File: src/rtl/apb_pkg.sv
// Shared types for the APB round-robin master arbiter.
// Holds the sequencer FSM state encoding.
package apb_pkg;

  typedef enum logic [1:0] {
    IDLE,
    SETUP,
    ACCESS
  } apb_state_e;

endpackage

File: src/rtl/apb_if_rev_b.sv
// APB3 bus bundle: master drives paddr/pselx/penable/pwrite/pwdata,
// slave returns pready/prdata/pslverr.
interface apb_if_rev_b #(
  parameter int ADDR_WIDTH = 32,
  parameter int DATA_WIDTH = 32
);
  logic [ADDR_WIDTH-1:0] paddr;
  logic                  pselx;
  logic                  penable;
  logic                  pwrite;
  logic [DATA_WIDTH-1:0] pwdata;
  logic                  pready;
  logic [DATA_WIDTH-1:0] prdata;
  logic                  pslverr;

  modport master (
    output paddr, pselx, penable, pwrite, pwdata,
    input  pready, prdata, pslverr
  );

  modport slave (
    input  paddr, pselx, penable, pwrite, pwdata,
    output pready, prdata, pslverr
  );
endinterface

File: src/rtl/apb_rr_master_arbiter_arb.sv
// Combinational round-robin pick: search starts at last+1 and wraps.
// Ports: req vector, last grant index in; any/idx of winner out.
module apb_rr_arbiter #(
  parameter int N  = 4,
  parameter int IW = $clog2(N)
) (
  input  logic [N-1:0]  req,
  input  logic [IW-1:0] last,
  output logic          any,
  output logic [IW-1:0] idx
);

  always_comb begin
    any = 1'b0;
    idx = '0;
    for (int i = 1; i <= N; i++) begin
      if (!any && req[(int'(last) + i) % N]) begin
        any = 1'b1;
        idx = IW'((int'(last) + i) % N);
      end
    end
  end

endmodule

File: src/rtl/apb_rr_master_arbiter.sv
// Round-robin arbiter + APB3 master sequencer with access watchdog.
// Ports: per-requester valid/write/addr/wdata in; rsp_* out; apb master.
module apb_rr_master_arbiter
  import apb_pkg::*;
#(
  parameter int NUM_REQ        = 4,
  parameter int ADDR_WIDTH     = 32,
  parameter int DATA_WIDTH     = 32,
  parameter int TIMEOUT_CYCLES = 16
) (
  input  logic                          pclk,
  input  logic                          preset,
  input  logic [NUM_REQ-1:0]            req_valid,
  input  logic [NUM_REQ-1:0]            req_write,
  input  logic [NUM_REQ*ADDR_WIDTH-1:0] req_addr,
  input  logic [NUM_REQ*DATA_WIDTH-1:0] req_wdata,
  output logic [NUM_REQ-1:0]            rsp_valid,
  output logic [DATA_WIDTH-1:0]         rsp_rdata,
  output logic                          rsp_err,
  output logic [$clog2(NUM_REQ)-1:0]    gnt_id,
  output logic                          busy,
  apb_if_rev_b.master                   apb
);

  localparam int IW = $clog2(NUM_REQ);
  localparam int CW =
    (TIMEOUT_CYCLES == 0) ? 1 : $clog2(TIMEOUT_CYCLES + 1);
  localparam bit TO_EN = (TIMEOUT_CYCLES != 0);
  localparam logic [CW-1:0] TO_LAST =
    CW'((TIMEOUT_CYCLES == 0) ? 0 : TIMEOUT_CYCLES - 1);

  apb_state_e            state_q, state_d;
  logic [IW-1:0]         gnt_q, gnt_d;
  logic [IW-1:0]         last_q, last_d;
  logic [ADDR_WIDTH-1:0] paddr_q, paddr_d;
  logic                  pwrite_q, pwrite_d;
  logic [DATA_WIDTH-1:0] pwdata_q, pwdata_d;
  logic [CW-1:0]         cnt_q, cnt_d;

  logic          arb_any;
  logic [IW-1:0] arb_idx;

  apb_rr_arbiter #(
    .N  (NUM_REQ),
    .IW (IW)
  ) u_arb (
    .req  (req_valid),
    .last (last_q),
    .any  (arb_any),
    .idx  (arb_idx)
  );

  always_comb begin
    state_d   = state_q;
    gnt_d     = gnt_q;
    last_d    = last_q;
    paddr_d   = paddr_q;
    pwrite_d  = pwrite_q;
    pwdata_d  = pwdata_q;
    cnt_d     = cnt_q;
    rsp_valid = '0;
    rsp_rdata = '0;
    rsp_err   = 1'b0;
    unique case (state_q)
      IDLE: begin
        if (arb_any) begin
          state_d  = SETUP;
          gnt_d    = arb_idx;
          last_d   = arb_idx;
          paddr_d  = req_addr[arb_idx*ADDR_WIDTH +: ADDR_WIDTH];
          pwrite_d = req_write[arb_idx];
          pwdata_d = req_wdata[arb_idx*DATA_WIDTH +: DATA_WIDTH];
          cnt_d    = '0;
        end
      end
      SETUP: state_d = ACCESS;
      ACCESS: begin
        cnt_d = cnt_q + CW'(1);
        if (apb.pready) begin
          rsp_valid[gnt_q] = 1'b1;
          rsp_rdata = pwrite_q ? '0 : apb.prdata;
          rsp_err   = apb.pslverr;
          state_d   = IDLE;
        end else if (TO_EN && cnt_q == TO_LAST) begin
          // watchdog: stalled slave gets an error response
          rsp_valid[gnt_q] = 1'b1;
          rsp_err = 1'b1;
          state_d = IDLE;
        end
      end
      default: state_d = IDLE;
    endcase
  end

  always_ff @(posedge pclk or posedge preset) begin
    if (preset) begin
      state_q  <= IDLE;
      gnt_q    <= '0;
      last_q   <= IW'(NUM_REQ - 1);
      paddr_q  <= '0;
      pwrite_q <= 1'b0;
      pwdata_q <= '0;
      cnt_q    <= '0;
    end else begin
      state_q  <= state_d;
      gnt_q    <= gnt_d;
      last_q   <= last_d;
      paddr_q  <= paddr_d;
      pwrite_q <= pwrite_d;
      pwdata_q <= pwdata_d;
      cnt_q    <= cnt_d;
    end
  end

  assign apb.pselx   = (state_q != IDLE);
  assign apb.penable = (state_q == ACCESS);
  assign apb.paddr   = paddr_q;
  assign apb.pwrite  = pwrite_q;
  assign apb.pwdata  = pwdata_q;
  assign gnt_id      = gnt_q;
  assign busy        = (state_q != IDLE);

endmodule

File: src/flat_wrapper.sv
// flat-port wrapper written by rule: the top's interface ports become plain ports
module apb_rr_master_arbiter_flat import apb_pkg::*;
#(
  parameter int NUM_REQ        = 4,
  parameter int ADDR_WIDTH     = 32,
  parameter int DATA_WIDTH     = 32,
  parameter int TIMEOUT_CYCLES = 16
)
  (pclk, preset, req_valid, req_write, req_addr, req_wdata, rsp_valid, rsp_rdata, rsp_err, gnt_id, busy, apb_paddr, apb_pselx, apb_penable, apb_pwrite, apb_pwdata, apb_pready, apb_prdata, apb_pslverr);
  apb_if_rev_b #(.ADDR_WIDTH(ADDR_WIDTH), .DATA_WIDTH(DATA_WIDTH)) apb_i ();
  input  logic pclk;
  input  logic preset;
  input  logic [NUM_REQ-1:0] req_valid;
  input  logic [NUM_REQ-1:0] req_write;
  input  logic [NUM_REQ*ADDR_WIDTH-1:0] req_addr;
  input  logic [NUM_REQ*DATA_WIDTH-1:0] req_wdata;
  output logic [NUM_REQ-1:0] rsp_valid;
  output logic [DATA_WIDTH-1:0] rsp_rdata;
  output logic rsp_err;
  output logic [$clog2(NUM_REQ)-1:0] gnt_id;
  output logic busy;
  output wire logic [$bits(apb_i.paddr)-1:0] apb_paddr;
  output wire logic [$bits(apb_i.pselx)-1:0] apb_pselx;
  output wire logic [$bits(apb_i.penable)-1:0] apb_penable;
  output wire logic [$bits(apb_i.pwrite)-1:0] apb_pwrite;
  output wire logic [$bits(apb_i.pwdata)-1:0] apb_pwdata;
  input wire logic [$bits(apb_i.pready)-1:0] apb_pready;
  input wire logic [$bits(apb_i.prdata)-1:0] apb_prdata;
  input wire logic [$bits(apb_i.pslverr)-1:0] apb_pslverr;
  assign apb_paddr = apb_i.paddr;
  assign apb_pselx = apb_i.pselx;
  assign apb_penable = apb_i.penable;
  assign apb_pwrite = apb_i.pwrite;
  assign apb_pwdata = apb_i.pwdata;
  assign apb_i.pready = apb_pready;
  assign apb_i.prdata = apb_prdata;
  assign apb_i.pslverr = apb_pslverr;
  apb_rr_master_arbiter #(.NUM_REQ(NUM_REQ), .ADDR_WIDTH(ADDR_WIDTH), .DATA_WIDTH(DATA_WIDTH), .TIMEOUT_CYCLES(TIMEOUT_CYCLES)) u_core (.pclk(pclk), .preset(preset), .req_valid(req_valid), .req_write(req_write), .req_addr(req_addr), .req_wdata(req_wdata), .rsp_valid(rsp_valid), .rsp_rdata(rsp_rdata), .rsp_err(rsp_err), .gnt_id(gnt_id), .busy(busy), .apb(apb_i));
endmodule
File: config.mk
export PLATFORM = sky130hd
export DESIGN_NAME = apb_rr_master_arbiter_flat
export DESIGN_NICKNAME = d
export VERILOG_FILES = /design/src/rtl/apb_pkg.sv /design/src/rtl/apb_if_rev_b.sv /design/src/rtl/apb_rr_master_arbiter_arb.sv /design/src/rtl/apb_rr_master_arbiter.sv /design/src/flat_wrapper.sv
export SDC_FILE = /design/constraint.sdc
export NUM_CORES = 1
export LEC_CHECK = 0
export CORE_AREA = 8 8 152 154
export CTS_BUF_LIST = sky130_fd_sc_hd__clkbuf_16
export CTS_CLUSTER_SIZE = 16
export DETAILED_ROUTE_END_ITERATION = 8
export DIE_AREA = 0 0 160 162
export SETUP_SLACK_MARGIN = 0.02
export SLEW_MARGIN = 10
export SYNTH_ARGS = -nofsm -noshare
export SYNTH_HDL_FRONTEND = slang
export SYNTH_SLANG_ARGS = --single-unit
File: constraint.sdc
create_clock -name pclk -period 2.1 [get_ports pclk]
set_input_delay 0.21 -clock pclk [delete_from_list [all_inputs] [get_ports pclk]]
set_output_delay 0.21 -clock pclk [all_outputs]
set_load 0.01 [all_outputs]
Yosys cells after proc, flatten, opt, wreduce, memory -nomap -nowiden
Index checks and enable logic that the tools add are counted.
Widths: inputs -> output; s select.
- register bits: 76
- input port bits: 300
- word-level logic and storage cells: 86
- $add $sub $neg: 5
- order comparisons: 7
- equality and inequality tests: 5
- shift operators: 2
- mux-type cells: 39
- bitwise gates (word level): 4
- reductions and logical operators: 17
- operators with widths (kind ; count):
    $shiftx 128x8->32 ; 2
    $mux 32 ; 3
    $mux 1 ; 17
    $lt 3x4->1 const B ; 4
    $mux 2 ; 7
    $mux 4 ; 3
    $bmux 1 s2 ; 5
    $pmux 5 s2 ; 1
    $reduce_or 2->1 ; 4
    $lt 2x3->1 const B ; 2
    $pmux 2 s3 ; 1
    $reduce_and 2->1 ; 3
    $add 5x1->5 const B ; 1
    $eq 5x4->1 const B ; 1
    $mux 5 ; 1
    $add 2x1->2 const B ; 2
    $add 2x2->2 const B ; 2
    $and 1x1->1 const A ; 4
    $logic_and 1x1->1 ; 4
    $reduce_bool 2->1 ; 2
    $logic_not 1->1 ; 3
    $ne 3x1->1 const B ; 1
    $demux 1 s2 ; 1
    $eq 2x1->1 const B ; 1
    4 further kinds ; 4

Depth between registers and ports, before layout
Gate-level depths: netlist of run 1.
- depth after elaboration: 18
- mapped depth: 8
- gate-level depth less buffers: 7

Hierarchy
A second synthesis of run 1 with hierarchy kept.
- cell total of the unflattened synthesis: 470
- area total of the unflattened synthesis: 5139.9 µm²
- modules (own cells, without submodules) (module ; instances ; cells each ; area each (µm²) ; seq. area each (µm²)):
    apb_rr_master_arbiter ; 1 ; 456 ; 5048.6 ; 1904.3
    apb_rr_arbiter ; 1 ; 14 ; 91.3 ; 0.0

Worst setup path before layout of run 1
OpenSTA, ideal clock, no wires.
- path type: register to register
- start point: reg u_core.last_q[0]
- end point: reg u_core.paddr_q[10] (netlist: u_core.apb.paddr[10])
- setup time: 142 ps
- arrival: 1634 ps
- path slack: 323 ps
- stages on the path, launching flop included: 9
- buffers on the path: 3
- period minus slack after synthesis: 1777 ps
- path through: dfstp_2 > nand2b_1 > a21oi_1 > nor3_1 > buf_2 > buf_4 > buf_4 > mux2i_1 > o221ai_1
- cells in the longest elaborated chain, start to end: 15
- elaborated cells between the ends (all ways): 32
- classes of those cells: add/sub: 4; shift: 1; mux: 20; reduce/logical: 7
- ends and longest elaborated chain (element ; line ; RTL):
    from (decl) ; apb_rr_master_arbiter.sv:34 ; logic [IW-1:0] last_q, last_d;
    from (signal assigned) ; apb_rr_master_arbiter.sv:99 ; last_q <= IW'(NUM_REQ - 1);
    from (signal assigned) ; apb_rr_master_arbiter.sv:107 ; last_q <= last_d;
    $add 2x1->2 ; apb_rr_master_arbiter_arb.sv:17, apb_rr_master_arbiter_arb.sv:19 ;
    $bmux 1 s2 ; apb_rr_master_arbiter_arb.sv:17 ; if (!any && req[(int'(last) + i) % N]) begin
    $mux 1 (implied by the code) (2 in a row) ; apb_rr_master_arbiter_arb.sv:17 ;
    $mux 1 ; apb_rr_master_arbiter_arb.sv:17 ;
    $logic_not 1->1 ; apb_rr_master_arbiter_arb.sv:17 ;
    $logic_and 1x1->1 ; apb_rr_master_arbiter_arb.sv:17 ;
    $mux 1 ; apb_rr_master_arbiter_arb.sv:17 ;
    $logic_not 1->1 ; apb_rr_master_arbiter_arb.sv:17 ;
    $logic_and 1x1->1 ; apb_rr_master_arbiter_arb.sv:17 ;
    $mux 1 ; apb_rr_master_arbiter_arb.sv:17 ;
    $logic_not 1->1 ; apb_rr_master_arbiter_arb.sv:17 ;
    $logic_and 1x1->1 ; apb_rr_master_arbiter_arb.sv:17 ;
    $mux 2 / $mux 1 (equally long branches) ; apb_rr_master_arbiter_arb.sv:17 ;
    $shiftx 128x8->32 / $reduce_and 2->1 (equally long branches) ; - ;
    to (signal assigned) ; apb_rr_master_arbiter.sv:108 ; paddr_q <= paddr_d;
    to (decl) ; apb_rr_master_arbiter.sv:35 ; logic [ADDR_WIDTH-1:0] paddr_q, paddr_d;
Several ways; a longest one is shown, not always the timed one. The select of a mux whose other input is x is not followed.
A chain may end at the register's enable or synchronous reset.

Worst setup path after layout of run 1
- start point: reg u_core.cnt_q[1]
- end point: out rsp_valid[0]
- cells in the longest elaborated chain, start to end: 4
- ends and longest elaborated chain (element ; line ; RTL):
    from (decl) ; apb_rr_master_arbiter.sv:38 ; logic [CW-1:0] cnt_q, cnt_d;
    from (signal assigned) ; apb_rr_master_arbiter.sv:111 ; cnt_q <= cnt_d;
    $eq 5x4->1 ; apb_rr_master_arbiter.sv:84 ; end else if (TO_EN && cnt_q == TO_LAST) begin
    $mux 4 ; apb_rr_master_arbiter.sv:84 ;
    $mux 4 ; apb_rr_master_arbiter.sv:79 ; if (apb.pready) begin
    $mux 4 ; apb_rr_master_arbiter.sv:64 ; unique case (state_q)
    to (decl) ; flat_wrapper.sv:17 ; output logic [NUM_REQ-1:0] rsp_valid;
No other way between the ends.

==> flow_summary_export.csv, run 1 <==
group,metric,value,unit
route,avgRoutedWirePerCell,20.07,um
cts,postCtsHoldBufs,0,
route,wl,23600,um
synthesis,synth-edff-count,0,
die,number_of_placement_rows,53,
sta,layout_worst_path_cycle_share,95.73,%
synthesis,yosysWarnings,0,
finish,drive_above_1_share,12.65,%
placement,placed_cell_area,0.009361,mm2
placement,routabilityCongestion,0.8271,
die,die_w,160,um
finish,insertedDiodeCount,0,
synthesis,synth.distinct_cells,28,
global_routing,grt_pass1_wl,35160,um
route,drt-pass1-iter-count,4,
synthesis,synth_area,0.004790,mm2
synthesis,synthCells,473,
synthesis,synth_top_flop_cell,"sky130_fd_sc_hd__dfrtp_1",
setup_path,startpoint_type,"register",
flow_run,max_cap_violations,0,
setup_path,critPathCapture,"rsp_valid[0]",
global_routing,pin_count_of_the_biggest_net_entering_global_routing,41,
sta,worst_pin_slew,0.5405,ns
sta,relSlewSlack,63.97,%
setup_path,critical_path.startpoint,"u_core.cnt_q[1]",
min_path,worst_min_delay_path_category,"input port to asynchronous set/reset pin",
power_and_ir_drop,pwr_density_cell,1147,mW/mm2
sta,period_needed,2.010,ns
sta,maxSlewViolCount,0,
setup_path,cp-end-kind,"output pin",
die,initial_utilization,23.15,%
cts,numCtsBuffers,9,
setup_path,regToRegStartpoint,"u_core.last_q[0]",
cts,tritoncts,"yes",
sta,final_number_of_setup_violating_endpoints,0,
placement,hpwlAfterDp,18580,um
setup_path,cp_data_required_time,1.89,ns
synthesis,synthesis.nets,775,
synthesis,total_of_flip_flops_plus_latches_after_synthesis,76,
synthesis,synth.avg_cell_area,10.13,um2
placement,placedCellCount,1152,
cts,clock_path_buffers,2,
finish,post-route-cell-area,0.009753,mm2
route,via_count,5334,
cts,cts.reportedPaths.clkPinSlew,0.06,ns
finish,commonest_non_fill_non_tap_cell_in_the_layout,"sky130_fd_sc_hd__clkdlybuf4s50_1",
synthesis,netlist.area_leader.share,38.66,%
sta,hold_viol,0,
synthesis,synth.yosys.seq_area_share,39.76,%
setup_path,worst_r2r_endpoint,"u_core.apb.pwdata[7]",
finish,finish.net_count,1198,
cts,root_buffer,"sky130_fd_sc_hd__clkbuf_16",
cts,worst_skew_late_latency,0.35,ns
die,chipHeight,162,um
placement,port_buffers,406,
synthesis,synth_top_cells_by_area,"sky130_fd_sc_hd__dfrtp_1 (39%), sky130_fd_sc_hd__mux2i_1 (27%), sky130_fd_sc_hd__o221ai_1 (12%)",
route,via_density_per_instance,4.536,
setup_path,worst_r2r_path_depth,7,
die,die_area,0.02592,mm2
sta,rsz0062_at_grt,"true",
finish,syn_to_final_growth,103.6,%
global_routing,global_route.overflow_total,0,
cts,cts_htree_levels,3,
power_and_ir_drop,power.static_leakage,4.301,nW
sta,maxClockFrequency,0.4974,GHz
sta,fin_skew,0.01209,ns
route,drt_drc_violations_left,0,
route,drtAntennaViolNets,0,
setup_path,arrival,1.80,ns
finish,layoutNonFillerInstCount,1176,
setup_path,critical_path_peak_fanout,3,
synthesis,netlist.top_cell.by_area,"sky130_fd_sc_hd__dfrtp_1",
global_routing,grt_usage,17.35,%
finish,area.sequential,0.001904,mm2
finish,finalCoreUtilization,47.14,%
run_status,run_status,"finished clean",
finish,final_cell_mix,"sky130_fd_sc_hd__clkdlybuf4s50_1 (368), sky130_fd_sc_hd__mux2i_1 (125), sky130_fd_sc_hd__nand2_1 (74), sky130_fd_sc_hd__dfrtp_1 (74), sky130_fd_sc_hd__o221ai_1 (65)",
setup_path,setup.reg_to_reg.worst_slack,0.13,ns
finish,multi_input_area,0.002728,mm2
cts,clkSinkCount,76,
setup_path,timing_worst_setup_path_type,"register to output pin",
finish,fillers,1985,
die,design.portCount,407,
global_routing,number_of_antenna_violations_at_the_first_check_in_global_routing,0,
power_and_ir_drop,max-vdd-ir-drop,0.0005606,V
synthesis,ffs_w_async_s_r_synth,100.0,%
sta,worst_hold_slack,0.3677,ns
route,first_iter_violations,208,
global_routing,grt_pass1_vias,5744,
die,core_region_area,0.02069,mm2
cells by family (layout without fill, tap and decap cells):
| family | after synthesis | after routing | share of synthesized area [%] |
|---|---|---|---|
| compound gates | 82 | 82 | 13.87 |
| fa+ha+maj | 2 | 2 | 0.5224 |
| simple gates | 135 | 135 | 13.04 |
| buf+inv | 47 | 475 | 5.433 |
| mux | 131 | 131 | 27.38 |
| flops | 76 | 76 | 39.76 |
stage by stage:
stage | setup TNS (ns) | power [W] | setup slack, ns
floorplan | 0 | 0.006010 | 0.3234
global placement | -0.5017 | 0.009289 | -0.1537
detailed placement | -4.095 | 0.009341 | -0.1809
CTS | -0.05841 | 0.01120 | -0.04131
global route | 0 | 0.01197 | 0.001601
finish | 0 | 0.01119 | 0.08969
Yosys cell counts, types with 2 or more instances:
library cell,instances
sky130_fd_sc_hd__o21ai_0,9
sky130_fd_sc_hd__clkbuf_1,15
sky130_fd_sc_hd__ha_1,2
sky130_fd_sc_hd__nor2_1,12
sky130_fd_sc_hd__a21oi_1,4
sky130_fd_sc_hd__a21o_1,2
sky130_fd_sc_hd__o221ai_1,65
sky130_fd_sc_hd__inv_1,4
sky130_fd_sc_hd__buf_6,4
sky130_fd_sc_hd__dfstp_2,2
sky130_fd_sc_hd__nor3_1,2
sky130_fd_sc_hd__and2_1,32
sky130_fd_sc_hd__mux2i_1,131
sky130_fd_sc_hd__dfrtp_1,74
sky130_fd_sc_hd__buf_4,10
sky130_fd_sc_hd__buf_2,13
sky130_fd_sc_hd__or2_1,2
sky130_fd_sc_hd__nand2_1,75
sky130_fd_sc_hd__nand2b_1,5
sky130_fd_sc_hd__and3_1,2
metal layers:
metal	wire (um)	GRT usage (%)	share of wire, %
met1	9743	20.60	41
met2	11980	29.93	51
met3	1479	5.113	6.3
met4	399	4.885	1.7
met5	0	0	0
power breakdown:
part | internal, W | leakage [nW] | switching, W
Combinational | 0.00362 | 3.20 | 0.00315
Sequential | 0.00220 | 0.938 | 0.000438
Clock | 0.00115 | 0.166 | 0.000629
area by class of cell:
type | instances | area share [%]
Clock buffer | 9 | 2.309
Clock inverter | 7 | 1.090
Inverter | 5 | 0.2694
Multi-Input combinational cell | 350 | 27.97
Sequential cell | 76 | 19.53
Tap cell | 275 | 3.528
Timing Repair Buffer | 454 | 45.31
worst min path at each step:
stage | from | to | slack (ns) | depth (start not counted)
final | preset | u_core.apb.pwdata[23] | 0.37 | 3
after CTS | preset | u_core.apb.pwdata[23] | 0.38 | 3
after detailed placement | u_core.apb.pwdata[21] | u_core.apb.pwdata[21] | 0.47 | 2
after floorplan | preset | u_core.apb.paddr[0] | 0.42 | 1
after global routing | preset | u_core.apb.pwdata[23] | 0.40 | 3
after global placement | u_core.apb.paddr[8] | u_core.apb.paddr[8] | 0.47 | 2
worst max-delay path, stage by stage, from the launching register on:
cell and delay, ns:
sky130_fd_sc_hd__dfrtp_1 0.39, sky130_fd_sc_hd__ha_2 0.20, sky130_fd_sc_hd__and3_4 0.19, sky130_fd_sc_hd__ha_4 0.15, sky130_fd_sc_hd__nor2_2 0.13, sky130_fd_sc_hd__buf_4 0.12
sky130_fd_sc_hd__buf_4 0.11, sky130_fd_sc_hd__nor4_4 0.03, sky130_fd_sc_hd__buf_2 0.15
timing repair:
item | in CTS | in global routing
setup endpoints to repair | 39 | 88
pin swaps | 4 | 4
resized for setup | 56 | 82
buffers inserted | 3 | 3
cloned | 1 | 1
state kept, by name (all words and copies together), names as in the netlist:
name / count
u_core.state_q: 2
u_core.cnt_q: 5
u_core.last_q: 2
u_core.apb.pwrite: 1
u_core.apb.pwdata: 32
u_core.apb.paddr: 32
u_core.gnt_id: 2
(Power assumes the default switching activity.)
==> run 2, diff against run 1 <==
--- a/config.mk
+++ b/config.mk
@@ -5,6 +5,7 @@
 export SDC_FILE = /design/constraint.sdc
 export NUM_CORES = 1
 export LEC_CHECK = 0
+export ABC_CLOCK_PERIOD_IN_PS = 2100
 export CORE_AREA = 8 8 152 154
 export CTS_BUF_LIST = sky130_fd_sc_hd__clkbuf_16
 export CTS_CLUSTER_SIZE = 16
==> results of run 2 <==
Same layout as run 1: the final DEF is identical, and so are final timing and power.
==> run 3, diff against run 2 <==
--- a/config.mk
+++ b/config.mk
@@ -6,13 +6,17 @@
 export NUM_CORES = 1
 export LEC_CHECK = 0
 export ABC_CLOCK_PERIOD_IN_PS = 2100
-export CORE_AREA = 8 8 152 154
+export CELL_PAD_IN_SITES_DETAIL_PLACEMENT = 0
+export CELL_PAD_IN_SITES_GLOBAL_PLACEMENT = 1
+export CORE_MARGIN = 8
+export CORE_UTILIZATION = 21
 export CTS_BUF_LIST = sky130_fd_sc_hd__clkbuf_16
 export CTS_CLUSTER_SIZE = 16
 export DETAILED_ROUTE_END_ITERATION = 8
-export DIE_AREA = 0 0 160 162
+export PLACE_DENSITY_LB_ADDON = 0.1
 export SETUP_SLACK_MARGIN = 0.02
 export SLEW_MARGIN = 10
 export SYNTH_ARGS = -nofsm -noshare
 export SYNTH_HDL_FRONTEND = slang
+export SYNTH_HIERARCHICAL = 1
 export SYNTH_SLANG_ARGS = --single-unit
==> run 3 against run 2 <==
  * Clock power decreased by 22%
  * Global-route usage decreased by 1.3 points
  * Power increased by 0.97%
  * Combinational power increased by 7.5%
  * Sequential power about the same
  * Fmax about the same
  * First-iteration DRC count increased by 4.8%
  * Largest power group unchanged
  * Highest routed layer unchanged
==> flow_summary_export.csv, run 3 <==
group,metric,value,unit
power_and_ir_drop,pwr_density_cell,1110,mW/mm2
synthesis,synth.yosys.seq_area_share,37.05,%
sta,worst_pin_slew,0.5952,ns
finish,finish.net_count,1193,
placement,port_buffers,406,
global_routing,grt_pass1_vias,5901,
route,drtAntennaViolNets,0,
finish,syn_to_final_growth,98.00,%
die,die_w,172.4,um
min_path,worst_min_delay_path_category,"input port to asynchronous set/reset pin",
synthesis,synthMostInstantiatedCell,"sky130_fd_sc_hd__mux2i_1",
sta,layout_worst_path_cycle_share,95.77,%
setup_path,cp-end-kind,"output pin",
global_routing,number_of_antenna_violations_at_the_first_check_in_global_routing,1,
cts,tritoncts,"yes",
synthesis,synthesized_area_fraction_occupied_by_and_or_nand_nor_cells,12.59,%
cts,cts.reportedPaths.clkPinSlew,0.06,ns
synthesis,total_of_flip_flops_plus_latches_after_synthesis,76,
synthesis,synth_compound_gate_area_share,18.70,%
setup_path,startpoint_type,"register",
sta,final_number_of_setup_violating_endpoints,0,
die,die_area,0.02974,mm2
synthesis,largest_family_of_logic_cells_by_synthesized_area,"multiplexers",
route,wl,25590,um
synthesis,post_synth_mux_area_share,25.90,%
die,initial_utilization,21.26,%
power_and_ir_drop,max-vdd-ir-drop,0.0008413,V
sta,post-route-worst-setup-slack,0.08889,ns
run_status,run_status,"finished clean",
finish,fillers,2331,
placement,routabilityCongestion,0.9457,
global_routing,grt_usage,16.05,%
cts,numCtsBuffers,9,
synthesis,netlist.top_cell.by_area,"sky130_fd_sc_hd__dfrtp_1",
synthesis,netlist.area_leader.share,36.03,%
sta,maxSlewViolCount,0,
cts,postCtsHoldBufs,0,
route,drt-pass1-iter-count,4,
global_routing,grt_pass1_wl,35830,um
route,via_count,5375,
setup_path,cp_data_required_time,1.89,ns
global_routing,pin_count_of_the_biggest_net_entering_global_routing,75,
die,design.portCount,407,
sta,rsz0062_at_grt,"false",
flow_run,max_cap_violations,0,
sta,worst_hold_slack,0.2974,ns
die,core_region_area,0.02418,mm2
route,avgRoutedWirePerCell,20.99,um
sta,fin_skew,0.005990,ns
route,via_density_per_instance,4.409,
route,first_iter_violations,218,
setup_path,timing_worst_setup_path_type,"register to output pin",
sta,maxClockFrequency,0.4972,GHz
cts,worst_skew_late_latency,0.34,ns
sta,relSlewSlack,60.24,%
synthesis,synth.distinct_cells,33,
global_routing,global_route.overflow_total,0,
cts,root_buffer,"sky130_fd_sc_hd__clkbuf_16",
synthesis,synthCells,470,
die,chipHeight,172.4,um
cts,clkSinkCount,76,
sta,tns,0,ns
finish,insertedDiodeCount,0,
finish,final_cell_mix,"sky130_fd_sc_hd__clkdlybuf4s50_1 (368), sky130_fd_sc_hd__mux2i_1 (133), sky130_fd_sc_hd__nand2_1 (80), sky130_fd_sc_hd__dfrtp_1 (74), sky130_fd_sc_hd__o221ai_2 (52)",
placement,hpwlAfterDp,21030,um
cts,cts_htree_levels,3,
synthesis,synth_xor_xnor_area_share,0,%
setup_path,critical_path_peak_fanout,5,
synthesis,synth.avg_cell_area,10.94,um2
finish,commonest_non_fill_non_tap_cell_in_the_layout,"sky130_fd_sc_hd__clkdlybuf4s50_1",
finish,drive_above_1_share,14.30,%
synthesis,synth_top_cells_by_area,"sky130_fd_sc_hd__dfrtp_1 (36%), sky130_fd_sc_hd__mux2i_1 (26%), sky130_fd_sc_hd__o221ai_2 (15%)",
die,number_of_placement_rows,57,
synthesis,post_synthesis_share_of_cell_area_spent_on_full_adders_half_adders_and_majority_gates,0.4869,%
sta,period_needed,2.011,ns
synthesis,synth_area,0.005140,mm2
placement,placement.setup.worst_slack,-0.08882,ns
synthesis,synthesis.nets,772,
synthesis,ffs_w_async_s_r_synth,100.0,%
setup_path,arrival,1.80,ns
power_and_ir_drop,power.static_leakage,4.414,nW
synthesis,synth-edff-count,0,
synthesis,synth.cells.most_frequent,"sky130_fd_sc_hd__mux2i_1 (133), sky130_fd_sc_hd__nand2_1 (81), sky130_fd_sc_hd__dfrtp_1 (74)",
synthesis,synth_top_flop_cell,"sky130_fd_sc_hd__dfrtp_1",
synthesis,yosysWarnings,6,
sta,hold_viol,0,
cts,clock_path_buffers,2,
route,drt_drc_violations_left,0,
run 3: changes by cell type in the layout (fill, tap and decap cells not counted), sizes merged, moves of 3 or more:
cell / before / now
buf: 51 / 46
inv: 3 / 8
clkdlybuf4s15: 6 / 2
o21ai: 9 / 3
dlygate4sd2: 1 / 33
bufinv: 3 / 0
clkbuf: 36 / 12
nor2: 12 / 4
nand2: 75 / 81
run 3: cell type report:
| type | instances | area, um2 | share of cell area [%] |
|---|---|---|---|
| Sequential cell | 76 | 1904 | 18.71 |
| Tap cell | 324 | 405.4 | 3.983 |
| Clock inverter | 6 | 26.28 | 0.2582 |
| Clock buffer | 9 | 225.2 | 2.213 |
| Inverter | 6 | 26.28 | 0.2582 |
| Timing Repair Buffer | 452 | 4563 | 44.84 |
| Multi-Input combinational cell | 346 | 3027 | 29.74 |
run 3: stage by stage:
stage | area [um2] | utilization (%) | instances | power, W
after floorplan | 5144 | - | 470 | 0.006507
after global placement | 9888 | 40.90 | 1201 | 0.009980
after detailed placement | 9888 | 40.90 | 1201 | 0.01007
after CTS | 10120 | 41.85 | 1216 | 0.01147
after global routing | 10180 | 42.09 | 1219 | 0.01208
final | 10180 | 42.09 | 1219 | 0.01129
run 3: cell families (layout without fill, tap and decap cells):
group / after synthesis / after routing
AOI/OAI and AO/OA: 76 / 76
adders and majority gates: 2 / 2
buffers and inverters: 48 / 473
DFF: 76 / 76
muxes: 133 / 133
and+or+nand+nor: 135 / 135
run 3: report_power, final:
group | total [W] | switching, W | internal [W]
Combinational | 0.00728 | 0.00343 | 0.00385
Clock | 0.00138 | 0.000602 | 0.000775
Sequential | 0.00264 | 0.000435 | 0.00220
Total | 0.0113 | 0.00447 | 0.00683
run 3: final timing paths:
kind	from	to	slack (ns)	cells past startpoint
max	u_core/cnt_q[1]	rsp_valid[3]	0.09	6
min in group pclk	u_core/cnt_q[3]	u_core/cnt_q[3]	0.48	1
min	preset	u_core/apb.pwdata[24]	0.30	2
min reg2reg	u_core/cnt_q[3]	u_core/cnt_q[3]	0.48	1
max reg2reg	u_core/last_q[1]	u_core/apb.pwdata[26]	0.09	8
max in group asynchronous	preset	u_core/last_q[1]	1.18	3
run 3: critical path: stages (launching register included):
cell and delay [ns]:
sky130_fd_sc_hd__dfrtp_1 0.39, sky130_fd_sc_hd__ha_1 0.21, sky130_fd_sc_hd__and3_1 0.19, sky130_fd_sc_hd__ha_2 0.19, sky130_fd_sc_hd__nor2_4 0.17, sky130_fd_sc_hd__and4b_1 0.21, sky130_fd_sc_hd__clkbuf_2 0.12
run 3: layer usage:
| metal | wire length, um | track usage, % | share of wire (%) |
|---|---|---|---|
| met2 | 14090 | 31.23 | 55 |
| met5 | 0 | 0 | 0 |
| met3 | 2008 | 3.790 | 7.8 |
| met1 | 9152 | 16.84 | 36 |
| met4 | 335 | 4.235 | 1.3 |
run 3: timing repair:
action,in CTS,in global routing
pin swaps,1,2
setup endpoints to repair,38,27
buffers inserted,0,1
gates resized for setup,49,8
gates cloned,0,2
